$ cat config.mk
export PLATFORM = sky130hd
export DESIGN_NAME = meter_countdown
export DESIGN_NICKNAME = d
export VERILOG_FILES = /design/src/rtl/meter_countdown.sv
export SDC_FILE = /design/constraint.sdc
export NUM_CORES = 1
export LEC_CHECK = 0
export BUFFER_PORTS_ARGS = -buffer_cell sky130_fd_sc_hd__buf_2
export CORE_ASPECT_RATIO = 1.25
export CORE_MARGIN = 4
export CORE_UTILIZATION = 30
export DETAILED_ROUTE_END_ITERATION = 7
export SYNTH_ARGS = -nofsm -noshare
export SYNTH_HDL_FRONTEND = slang
export SYNTH_SLANG_ARGS = --single-unit
$ cat constraint.sdc
create_clock -name clk -period 7.2 [get_ports clk]
set_clock_uncertainty 0.15 [all_clocks]
set_input_delay 0.72 -clock clk [delete_from_list [all_inputs] [get_ports clk]]
set_output_delay 0.72 -clock clk [all_outputs]
set_load 0.01 [all_outputs]
$ cat src/rtl/meter_countdown.sv
// meter_countdown: BCD countdown meter with digit-serial add, tick prescaler
// and a multiplexed active-low 7-segment display driver.
// Optional feature macro: METER_BLINK_EN (display blinking on low/expired time).
module meter_countdown #(
    parameter int          DIGITS   = 4,
    parameter int          CLK_HZ   = 100000000,
    parameter int          TICK_HZ  = 1,
    parameter int          SCAN_DIV = 100000,
    parameter logic [31:0] LOW_BCD  = 32'h0000_0010
) (
    input  logic                  clk,
    input  logic                  btn_reset,
    input  logic                  add_valid,
    input  logic [4*DIGITS-1:0]   add_bcd,
    output logic                  add_ready,
    output logic [4*DIGITS-1:0]   time_bcd,
    output logic                  tick,
    output logic                  expired,
    output logic                  low_time,
    output logic [7:0]            seg,
    output logic [DIGITS-1:0]     an
);

    localparam int TW       = 4 * DIGITS;
    localparam int TICK_DIV = CLK_HZ / TICK_HZ;
    localparam int PW       = (TICK_DIV > 1) ? $clog2(TICK_DIV) : 1;
    localparam int SW       = (SCAN_DIV > 1) ? $clog2(SCAN_DIV) : 1;
    localparam int IW       = $clog2(DIGITS);
    localparam logic [TW-1:0] LOW_V     = TW'(LOW_BCD);
    localparam logic [TW-1:0] ALL_NINES = {DIGITS{4'd9}};
    localparam logic [PW-1:0] PRESC_MAX = PW'(TICK_DIV - 1);
    localparam logic [SW-1:0] SCAN_MAX  = SW'(SCAN_DIV - 1);
    localparam logic [IW-1:0] IDX_MAX   = IW'(DIGITS - 1);

    typedef enum logic [0:0] {S_IDLE = 1'b0, S_ADD = 1'b1} state_t;

    // Digits above 9 are not legal BCD; treat them as 9.
    function automatic logic [TW-1:0] clamp_bcd(input logic [TW-1:0] v);
        logic [TW-1:0] r;
        r = v;
        for (int i = 0; i < DIGITS; i++) begin
            if (v[4*i +: 4] > 4'd9) r[4*i +: 4] = 4'd9;
            else                    r[4*i +: 4] = v[4*i +: 4];
        end
        return r;
    endfunction

    // Subtract one BCD unit with borrow; zero stays at zero.
    function automatic logic [TW-1:0] dec_bcd(input logic [TW-1:0] v);
        logic [TW-1:0] r;
        logic          borrow;
        r      = v;
        borrow = (v != {TW{1'b0}});
        for (int i = 0; i < DIGITS; i++) begin
            if (borrow) begin
                if (r[4*i +: 4] == 4'd0) begin
                    r[4*i +: 4] = 4'd9;
                end else begin
                    r[4*i +: 4] = r[4*i +: 4] - 4'd1;
                    borrow      = 1'b0;
                end
            end else begin
                r[4*i +: 4] = r[4*i +: 4];
            end
        end
        return r;
    endfunction

    // Hex digit to active-low segments, bit order g..a.
    function automatic logic [6:0] hex7(input logic [3:0] d);
        case (d)
            4'h0:    return 7'h40;
            4'h1:    return 7'h79;
            4'h2:    return 7'h24;
            4'h3:    return 7'h30;
            4'h4:    return 7'h19;
            4'h5:    return 7'h12;
            4'h6:    return 7'h02;
            4'h7:    return 7'h78;
            4'h8:    return 7'h00;
            4'h9:    return 7'h10;
            4'hA:    return 7'h08;
            4'hB:    return 7'h03;
            4'hC:    return 7'h46;
            4'hD:    return 7'h21;
            4'hE:    return 7'h06;
            default: return 7'h0E;
        endcase
    endfunction

    state_t        state_q, state_d;
    logic [TW-1:0] time_q, time_d;
    logic [TW-1:0] add_q, add_d;
    logic [TW-1:0] sum_q, sum_d;
    logic          carry_q, carry_d;
    logic [IW-1:0] idx_q, idx_d;
    logic          pend_q, pend_d;
    logic          add_ready_q, expired_q, low_q;
    logic [PW-1:0] presc_q, presc_d;
    logic          tick_q, tick_d;
    logic [SW-1:0] scan_cnt_q, scan_cnt_d;
    logic [IW-1:0] scan_idx_q, scan_idx_d;
    logic [DIGITS-1:0] an_q, an_d;
    logic [7:0]    seg_q, seg_d;
    logic [4:0]    dsum_s;
    logic [3:0]    dres_s, sel_dig_s;
    logic          dcarry_s, blank_s;
    logic [TW-1:0] sum_full_s;

    // One digit of the serial adder: current time digit + operand digit + carry.
    always_comb begin
        dsum_s = {1'b0, time_q[{idx_q, 2'b00} +: 4]} + {1'b0, add_q[{idx_q, 2'b00} +: 4]}
               + {4'd0, carry_q};
        if (dsum_s > 5'd9) begin
            dres_s   = 4'(dsum_s - 5'd10);
            dcarry_s = 1'b1;
        end else begin
            dres_s   = dsum_s[3:0];
            dcarry_s = 1'b0;
        end
        sum_full_s = sum_q;
        sum_full_s[{idx_q, 2'b00} +: 4] = dres_s;
    end

    // Next state of the add/decrement FSM and its datapath.
    always_comb begin
        state_d = state_q;
        time_d  = time_q;
        add_d   = add_q;
        sum_d   = sum_q;
        carry_d = carry_q;
        idx_d   = idx_q;
        pend_d  = pend_q;
        case (state_q)
            S_IDLE: begin
                pend_d = 1'b0;
                // a tick deferred from the last add counts like a live tick
                if (tick_q || pend_q) time_d = dec_bcd(time_q);
                else                  time_d = time_q;
                if (add_valid) begin
                    state_d = S_ADD;
                    add_d   = clamp_bcd(add_bcd);
                    sum_d   = {TW{1'b0}};
                    carry_d = 1'b0;
                    idx_d   = {IW{1'b0}};
                end else begin
                    state_d = S_IDLE;
                end
            end
            S_ADD: begin
                if (tick_q) pend_d = 1'b1;
                else        pend_d = pend_q;
                sum_d   = sum_full_s;
                carry_d = dcarry_s;
                if (idx_q == IDX_MAX) begin
                    state_d = S_IDLE;
                    idx_d   = {IW{1'b0}};
                    if (dcarry_s) time_d = ALL_NINES;
                    else          time_d = sum_full_s;
                end else begin
                    state_d = S_ADD;
                    idx_d   = idx_q + IW'(1);
                end
            end
            default: begin
                state_d = S_IDLE;
                pend_d  = 1'b0;
            end
        endcase
    end

    // Prescaler, scan counter and display select/decoding.
    always_comb begin
        if (presc_q == PRESC_MAX) presc_d = {PW{1'b0}};
        else                      presc_d = presc_q + PW'(1);
        tick_d = (presc_q == PRESC_MAX);
        if (scan_cnt_q == SCAN_MAX) begin
            scan_cnt_d = {SW{1'b0}};
            if (scan_idx_q == IDX_MAX) scan_idx_d = {IW{1'b0}};
            else                       scan_idx_d = scan_idx_q + IW'(1);
        end else begin
            scan_cnt_d = scan_cnt_q + SW'(1);
            scan_idx_d = scan_idx_q;
        end
        sel_dig_s = time_d[{scan_idx_d, 2'b00} +: 4];
        if (int'(scan_idx_d) == 2) seg_d = {1'b0, hex7(sel_dig_s)};
        else                       seg_d = {1'b1, hex7(sel_dig_s)};
        if (blank_s) an_d = {DIGITS{1'b1}};
        else         an_d = ~(DIGITS'(1) << scan_idx_d);
    end

`ifdef METER_BLINK_EN
    localparam logic [PW-1:0] HALF = PW'(TICK_DIV / 2);
    logic blink_q;

    // Blink phase flips on every tick.
    always_ff @(posedge clk or negedge btn_reset) begin
        if (!btn_reset) blink_q <= 1'b0;
        else if (tick_q) blink_q <= ~blink_q;
        else             blink_q <= blink_q;
    end

    assign blank_s = (expired_q && (presc_q < HALF)) || (low_q && blink_q);
`else
    assign blank_s = 1'b0;
`endif

    // FSM state, time value and derived status flags.
    always_ff @(posedge clk or negedge btn_reset) begin
        if (!btn_reset) begin
            state_q     <= S_IDLE;
            time_q      <= {TW{1'b0}};
            add_q       <= {TW{1'b0}};
            sum_q       <= {TW{1'b0}};
            carry_q     <= 1'b0;
            idx_q       <= {IW{1'b0}};
            pend_q      <= 1'b0;
            add_ready_q <= 1'b1;
            expired_q   <= 1'b1;
            low_q       <= 1'b0;
        end else begin
            state_q     <= state_d;
            time_q      <= time_d;
            add_q       <= add_d;
            sum_q       <= sum_d;
            carry_q     <= carry_d;
            idx_q       <= idx_d;
            pend_q      <= pend_d;
            add_ready_q <= (state_d == S_IDLE);
            expired_q   <= (time_q == {TW{1'b0}});
            low_q       <= (time_q != {TW{1'b0}}) && (time_q < LOW_V);
        end
    end

    // Tick prescaler and display scan registers.
    always_ff @(posedge clk or negedge btn_reset) begin
        if (!btn_reset) begin
            presc_q    <= {PW{1'b0}};
            tick_q     <= 1'b0;
            scan_cnt_q <= {SW{1'b0}};
            scan_idx_q <= {IW{1'b0}};
            an_q       <= ~(DIGITS'(1));
            seg_q      <= {1'b1, hex7(4'd0)};
        end else begin
            presc_q    <= presc_d;
            tick_q     <= tick_d;
            scan_cnt_q <= scan_cnt_d;
            scan_idx_q <= scan_idx_d;
            an_q       <= an_d;
            seg_q      <= seg_d;
        end
    end

    assign add_ready = add_ready_q;
    assign time_bcd  = time_q;
    assign tick      = tick_q;
    assign expired   = expired_q;
    assign low_time  = low_q;
    assign seg       = seg_q;
    assign an        = an_q;

endmodule

==> flow_metrics.tcl, run 1 <==
set metrics [dict create \
    grt_max_degree 77 \
    numClockSinks 114 \
    synth_most_common_cell "dfrtp_1" \
    synth_seq_cells 114 \
    netlist_area_um2 6472 \
    synth_cells 665 \
    utilization 0.3634 \
    power_frac_seq 0.263 \
    via_count 5183 \
    max_stage_delay_ns 0.88 \
    yosysTopAreaCell "dfrtp_1" \
    area_growth_pct 18.11 \
    cp_common_cell "fa_1" \
    clk_pin_slew_ns 0.06 \
    htree_levels 4 \
    pwr-share-comb 0.484 \
    rows 59 \
    ys_async_sr_fraction 1.000 \
    dr.pass1.iters 5 \
    pre_cts_ws_ns 1.402 \
    yosys.area.top_type_share 0.4176 \
    finalSetupTns_ns 0 \
    cts_buffers 17 \
    tightest_slew_ns 0.9542 \
    drt-wirelength-per-cell_um 16.74 \
    critPathCaptureType "register" \
    synth_edf_count 0 \
    drt-total-wl_um 16720 \
    swShare 0.4329 \
    slew-limit-headroom 0.3639 \
    reg2reg_depth 14 \
    io_pins 51 \
    drc 0 \
    crit_chain "mux4_2, fa_1, fa_1, xor2_1, inv_1, ha_1, nor2b_1, a32oi_1, nand3_1, o21ai_0, a211oi_1, nand4bb_1, mux2_1, mux2_2" \
    outcome "finished, final reports clean" \
    finalHoldViolCount 0 \
    start_util 0.3076 \
    synth.top_cells.by_area "dfrtp_1, nor2_1, ha_1, o21ai_0, nand2_1" \
    antenna_found_initial 1 \
    gp_congestion 0.9434 \
    worst_slack_ns 1.329 \
    port_buffers 50 \
    worstSkewPairLatency_ns 0.41 \
    p_leak_uw 0.003305 \
    hpwl_um 12430 \
    timing.fmax_mhz 170.3 \
    clockPowerShare 0.253 \
    yosysUniqueCellTypes 83 \
    postSynthAreaPerCell_um2 9.733 \
    die_y_um 172.2 \
    cts_tree "yes" \
    viasPerCell 5.188 \
    die_w_um 139.4 \
    synthFlopType "dfrtp_1" \
    cts.root.buffer_cell "clkbuf_16" \
    drive_gt1_frac 0.1807 \
    max_cap_viol_count 0 \
    antenna_cells 0 \
    final-setup-viol-count 0 \
    final_antenna_net_count 0 \
    critPathKind "register to register" \
    ys_seq_area_frac 0.4419 \
    drt_iter0_drc 401 \
    core_um2 21040 \
    p_int_uw 2093 \
    clock_path_buffers 2 \
    hold_class "primary input to asynchronous set/reset pin" \
    grt_pass1_wl_um 27900 \
    die_area_um2 24000 \
    path_max_fanout 20 \
    maxSlewViolCount 0 \
    fillerInstances 2112 \
    rsz0062_at_grt "false" \
    fin_crit_sh 0.8154 \
    ctsResizeCount 0 \
    post_cts_buffers 0 \
    syn-num-nets 705 \
    grt_usage 0.1454 \
    start_kind "register" \
    grt_overflow_total 0 \
    layout.nets 752 \
    r2r_setup_slack_ns 1.33 \
    synth.top_cells.by_count "dfrtp_1, nor2_1, nand2_1, o21ai_0, nand3_1" \
    pwr_density_cell_nw_per_um2 482.8 \
    slowest_stage "dfrtp_1" \
    postCtsHoldBufs 0 \
    cp.required_ns 7.35 \
    ir_drop_mv 0.2381 \
    critPathArrivalTime_ns 6.02 \
    fin_crit_ns 5.871 \
    grt_pass1_vias 5204 \
    p_sw_uw 1598 \
    yosys_warnings 0 \
]
[logic make-up after synthesis]
| group | share of synthesized area |
|---|---|
| adder cells (fa/ha/maj) | 0.04292 |
| multiplexers | 0.05297 |
| buffers and inverters | 0.03595 |
| XOR/XNOR | 0.05142 |
| AO/OA/AOI/OAI | 0.1666 |
| AND/OR/NAND/NOR | 0.2082 |
| flip-flops | 0.4419 |
[registers in the layout (all words and copies together), names as in the netlist]
register,count
add_q,16
expired,1
scan_cnt_q,17
idx_q,2
sum_q,16
carry_q,1
pend_q,1
tick,1
low_time,1
presc_q,27
add_ready,1
scan_idx_q,2
seg,7
time_bcd,16
an,4
state_q,1
[metal layers]
layer  track usage  up-vias  wire length [µm]
met5             0        -                13
met4       0.06426        2               542
met3       0.03845       41              1041
met2        0.2324      183              7802
met1        0.1863     2448              7324
li1              -     2509                 -
[cell type report]
| cell class | count | area, µm² | share of cell area |
|---|---|---|---|
| Sequential cell | 114 | 2860 | 0.3741 |
| Clock inverter | 12 | 202.7 | 0.02651 |
| Multi-Input combinational cell | 496 | 3379 | 0.4421 |
| Inverter | 26 | 97.59 | 0.01277 |
| Clock buffer | 20 | 456.7 | 0.05974 |
| Timing Repair Buffer | 57 | 305.3 | 0.03993 |
| Tap cell | 274 | 342.8 | 0.04484 |
[per-stage QoR]
| stage | cell area [µm²] | std cells | hold slack (ns) | total power [µW] |
|---|---|---|---|---|
| final | 7645 | 999 | 0.1084 | 3691 |
| after global routing | 7645 | 999 | 0.1505 | 3951 |
| after CTS | 7645 | 999 | 0.1344 | 3692 |
| after floorplan | 6472 | 665 | 0.2744 | 2234 |
| after global placement | 6985 | 967 | 0.3179 | 2737 |
| after detailed placement | 6985 | 967 | 0.3188 | 2738 |
[worst paths after layout]
check,from,end
hold reg to reg,scan_cnt_q[0],scan_cnt_q[0]
max in group asynchronous,btn_reset,presc_q[16]
setup reg to reg,idx_q[0],seg[3]
hold / removal,btn_reset,time_bcd[3]
min in group clk,scan_cnt_q[0],scan_cnt_q[0]
setup / recovery,idx_q[0],seg[3]
[cell usage in the layout (no fill, tap or decap), types with 6 or more instances in the layout]
master       n
mux2i_1      7
xor2_1      20
mux4_2       8
buf_2       49
mux2_2       6
and2_1       6
a31o_2       7
nor4_1       7
inv_1       22
and3_1      11
nand3b_1     6
nand2_1     58
ha_1        19
nand2b_1    11
nor2b_1     12
a211oi_1     9
nand4_1     11
nor3_1      13
clkbuf_16   17
dfstp_2      6
dfrtp_1    108
nand3_1     27
xnor2_1     18
o21ai_0     46
a21oi_1     18
o211ai_1     6
nor2_1      65
o21a_1       6
buf_4        8
[power groups by stage]
stage	registers, µW	logic, µW	clock network [µW]
detailed placement	977	1760	0
global route	991	1970	986
finish	969	1790	935
floorplan	902	1330	0
CTS	967	1770	956
global placement	975	1760	0
[critical path: cells and delay by family, from the launching register on]
family	cells	cell delay (ns)
and+or+nand+nor	3	0.88
xor gates and xnor gates	1	0.35
adders and majority gates	3	1.28
DFF	1	0.88
muxes	3	1.41
buffers and inverters	1	0.11
AOI/OAI and AO/OA	3	0.68
No activity file was read; power rests on OpenSTA's default activity.
==> run 2: changes to the inputs <==
ABC_AREA = 1   (was default)
clock period = 5.6 ns   (was 7.2 ns; I/O delays follow)
==> flow_metrics.tcl, run 2 <==
set metrics [dict create \
    path_max_fanout 15 \
    rsz0062_at_grt "false" \
    layout.nets 965 \
    numClockSinks 114 \
    synth-xor-area-share 0.01327 \
    viasPerCell 4.889 \
    cts_buffers 17 \
    reg2reg_from "idx_q[1]" \
    die_w_um 140.7 \
    outcome "finished, final reports clean" \
    htree_levels 4 \
    ctsResizeCount 0 \
    finalHoldViolCount 0 \
    cts.root.buffer_cell "clkbuf_16" \
    start_util 0.3054 \
    fillerInstances 2315 \
    antenna_cells 0 \
    p_int_uw 2394 \
    timing.fmax_mhz 216.4 \
    yosys.area_share.simple 0.3045 \
    dr.pass1.iters 5 \
    final_antenna_net_count 0 \
    fin_crit_ns 4.620 \
    ys_async_sr_fraction 1.000 \
    via_count 5945 \
    core_um2 21620 \
    place_inst 1184 \
    synth.top_cells.by_area "dfrtp_1, nand2_1, inv_1, nor2_1, nand3_1" \
    port_buffers 50 \
    synth.top_cells.by_count "nand2_1, inv_1, dfrtp_1, nor2_1, nand3_1" \
    maxSlewViolCount 0 \
    clockPowerShare 0.261 \
    synthAdderAreaFrac 0.04207 \
    pwr-share-comb 0.465 \
    io_pins 51 \
    final_common_cell "nand2_1" \
    ys_seq_area_frac 0.4332 \
    yosysUniqueCellTypes 50 \
    die_y_um 173.9 \
    slew-limit-headroom 0.2924 \
    p_leak_uw 0.003823 \
    grt_overflow_total 0 \
    drive_gt1_frac 0.1505 \
    post_cts_buffers 0 \
    antenna_found_initial 0 \
    yosys.area.top_type_share 0.4093 \
    synth_seq_cells 114 \
    grt_max_degree 83 \
    final-setup-viol-count 0 \
    drc 0 \
    p_sw_uw 1900 \
    largestRegisters "presc_q: 27 flops, scan_cnt_q: 17 flops" \
    reg2reg_depth 22 \
    synth_edf_count 0 \
    critPathArrivalTime_ns 4.81 \
    max_cap_viol_count 0 \
    area_growth_pct 17.83 \
    hold_class "primary input to register" \
    place_area_um2 7157 \
    postCtsHoldBufs 1 \
    postSynthAreaPerCell_um2 7.607 \
    largest_reg_flops 27 \
    syn-num-nets 908 \
    clock_path_buffers 2 \
    netlist_area_um2 6603 \
    fin_crit_sh 0.8250 \
    ir_drop_mv 0.3629 \
    die_area_um2 24460 \
    start_kind "register" \
    critPathKind "register to register" \
    synth_cells 868 \
    layout_common_cells "nand2_1, inv_1, dfrtp_1, nor2_1, nand3_1" \
    hpwl_um 12570 \
    swShare 0.4426 \
    drt-wirelength-per-cell_um 13.95 \
    r2r_end "seg[4]" \
    r2r_setup_slack_ns 0.98 \
    rows 60 \
    drt_iter0_drc 352 \
    grt_pass1_vias 5757 \
    synth_top_family_by_area "simple AND/OR/NAND/NOR gates" \
    synth_most_common_cell "nand2_1" \
    yosys_warnings 0 \
    grt_pass1_wl_um 28210 \
    gp_congestion 0.8960 \
    yosysTopAreaCell "dfrtp_1" \
    grt_usage 0.1415 \
    crit_end "seg[4]" \
    cp.required_ns 5.79 \
    finalSetupTns_ns 0 \
    fin_area_um2 7780 \
    synthFlopType "dfrtp_1" \
    finalPower_uw 4294 \
    power_frac_seq 0.275 \
    synth.area.mux_share 0 \
    crit_start "idx_q[1]" \
    pwr_density_cell_nw_per_um2 551.9 \
    regMostFlops "presc_q" \
    drt-total-wl_um 16970 \
    critPathCaptureType "register" \
    clk_pin_slew_ns 0.05 \
    tightest_slew_ns 1.061 \
    worstSkewPairLatency_ns 0.41 \
    stdcell_count 1216 \
    synth_compound_area_frac 0.1241 \
    cts_tree "yes" \
]
==> run 2: power by group through the flow <==
stage | sequential [µW] | clock (µW) | combinational (µW)
floorplan | 1160 | 0 | 1430
detailed placement | 1190 | 0 | 1960
global route | 1200 | 1190 | 2260
CTS | 1180 | 1140 | 1980
finish | 1180 | 1120 | 1990
global placement | 1190 | 0 | 1950
==> run 2: area by class of cell <==
type / count / area, µm² / share of cell area
repair buffers: 56 / 300.3 / 0.03860
flip-flops and latches: 114 / 2860 / 0.3676
inverters: 123 / 461.7 / 0.05934
clock inverters: 9 / 128.9 / 0.01656
multi-input cells: 613 / 3196 / 0.4107
clock buffers: 22 / 484.2 / 0.06224
well taps: 279 / 349.1 / 0.04487
==> run 2: stage by stage <==
stage                       util  hold slack [ns]  worst slack (ns)
after floorplan                -           0.1144             1.440
after global placement    0.3310           0.3039             1.145
after detailed placement  0.3310           0.3104             1.014
after CTS                 0.3598           0.1878             1.003
after global routing      0.3598           0.2053            0.5371
final                     0.3598           0.2058            0.9799
==> run 2: worst min path at each step <==
stage / depth (start not counted) / start / slack, ns / to
final: 3 / add_bcd[14] / 0.21 / add_q[14]
after CTS: 3 / add_bcd[2] / 0.19 / add_q[2]
after detailed placement: 1 / presc_q[0] / 0.31 / presc_q[0]
after floorplan: 0 / btn_reset / 0.11 / add_q[0]
after global routing: 3 / add_bcd[1] / 0.21 / add_q[1]
after global placement: 1 / presc_q[0] / 0.30 / presc_q[0]
==> run 2: worst max-delay path, cell delays in order (launching register included) <==
cell     delay [ns]
dfrtp_1        0.46
inv_1          0.36
o21ai_0        0.15
a21oi_1        0.15
a21oi_1        0.08
fa_1           0.44
fa_1           0.52
inv_1          0.08
nand3_1        0.11
nand3_2        0.17
nand2_4        0.15
nand2_1        0.11
nand4_1        0.09
o21ai_0        0.11
nand3_1        0.09
nand2_1        0.07
a21oi_1        0.24
nand3_1        0.24
inv_1          0.17
ha_1           0.22
nand4_1        0.12
or2_0          0.21
nand2_1        0.06
==> run 2: metal layers <==
metal	global-route usage	up-vias	share of wire
met2	0.2288	152	0.48
met5	0	-	0
met1	0.1814	2771	0.45
met3	0.02925	50	0.037
li1	-	2972	-
met4	0.06422	0	0.038
==> run 2: cells by family after synthesis <==
logic type	Yosys count
AND/OR/NAND/NOR	440
AO/OA/AOI/OAI	142
buffers and inverters	141
flip-flops	114
adder cells (fa/ha/maj)	21
XOR/XNOR	10
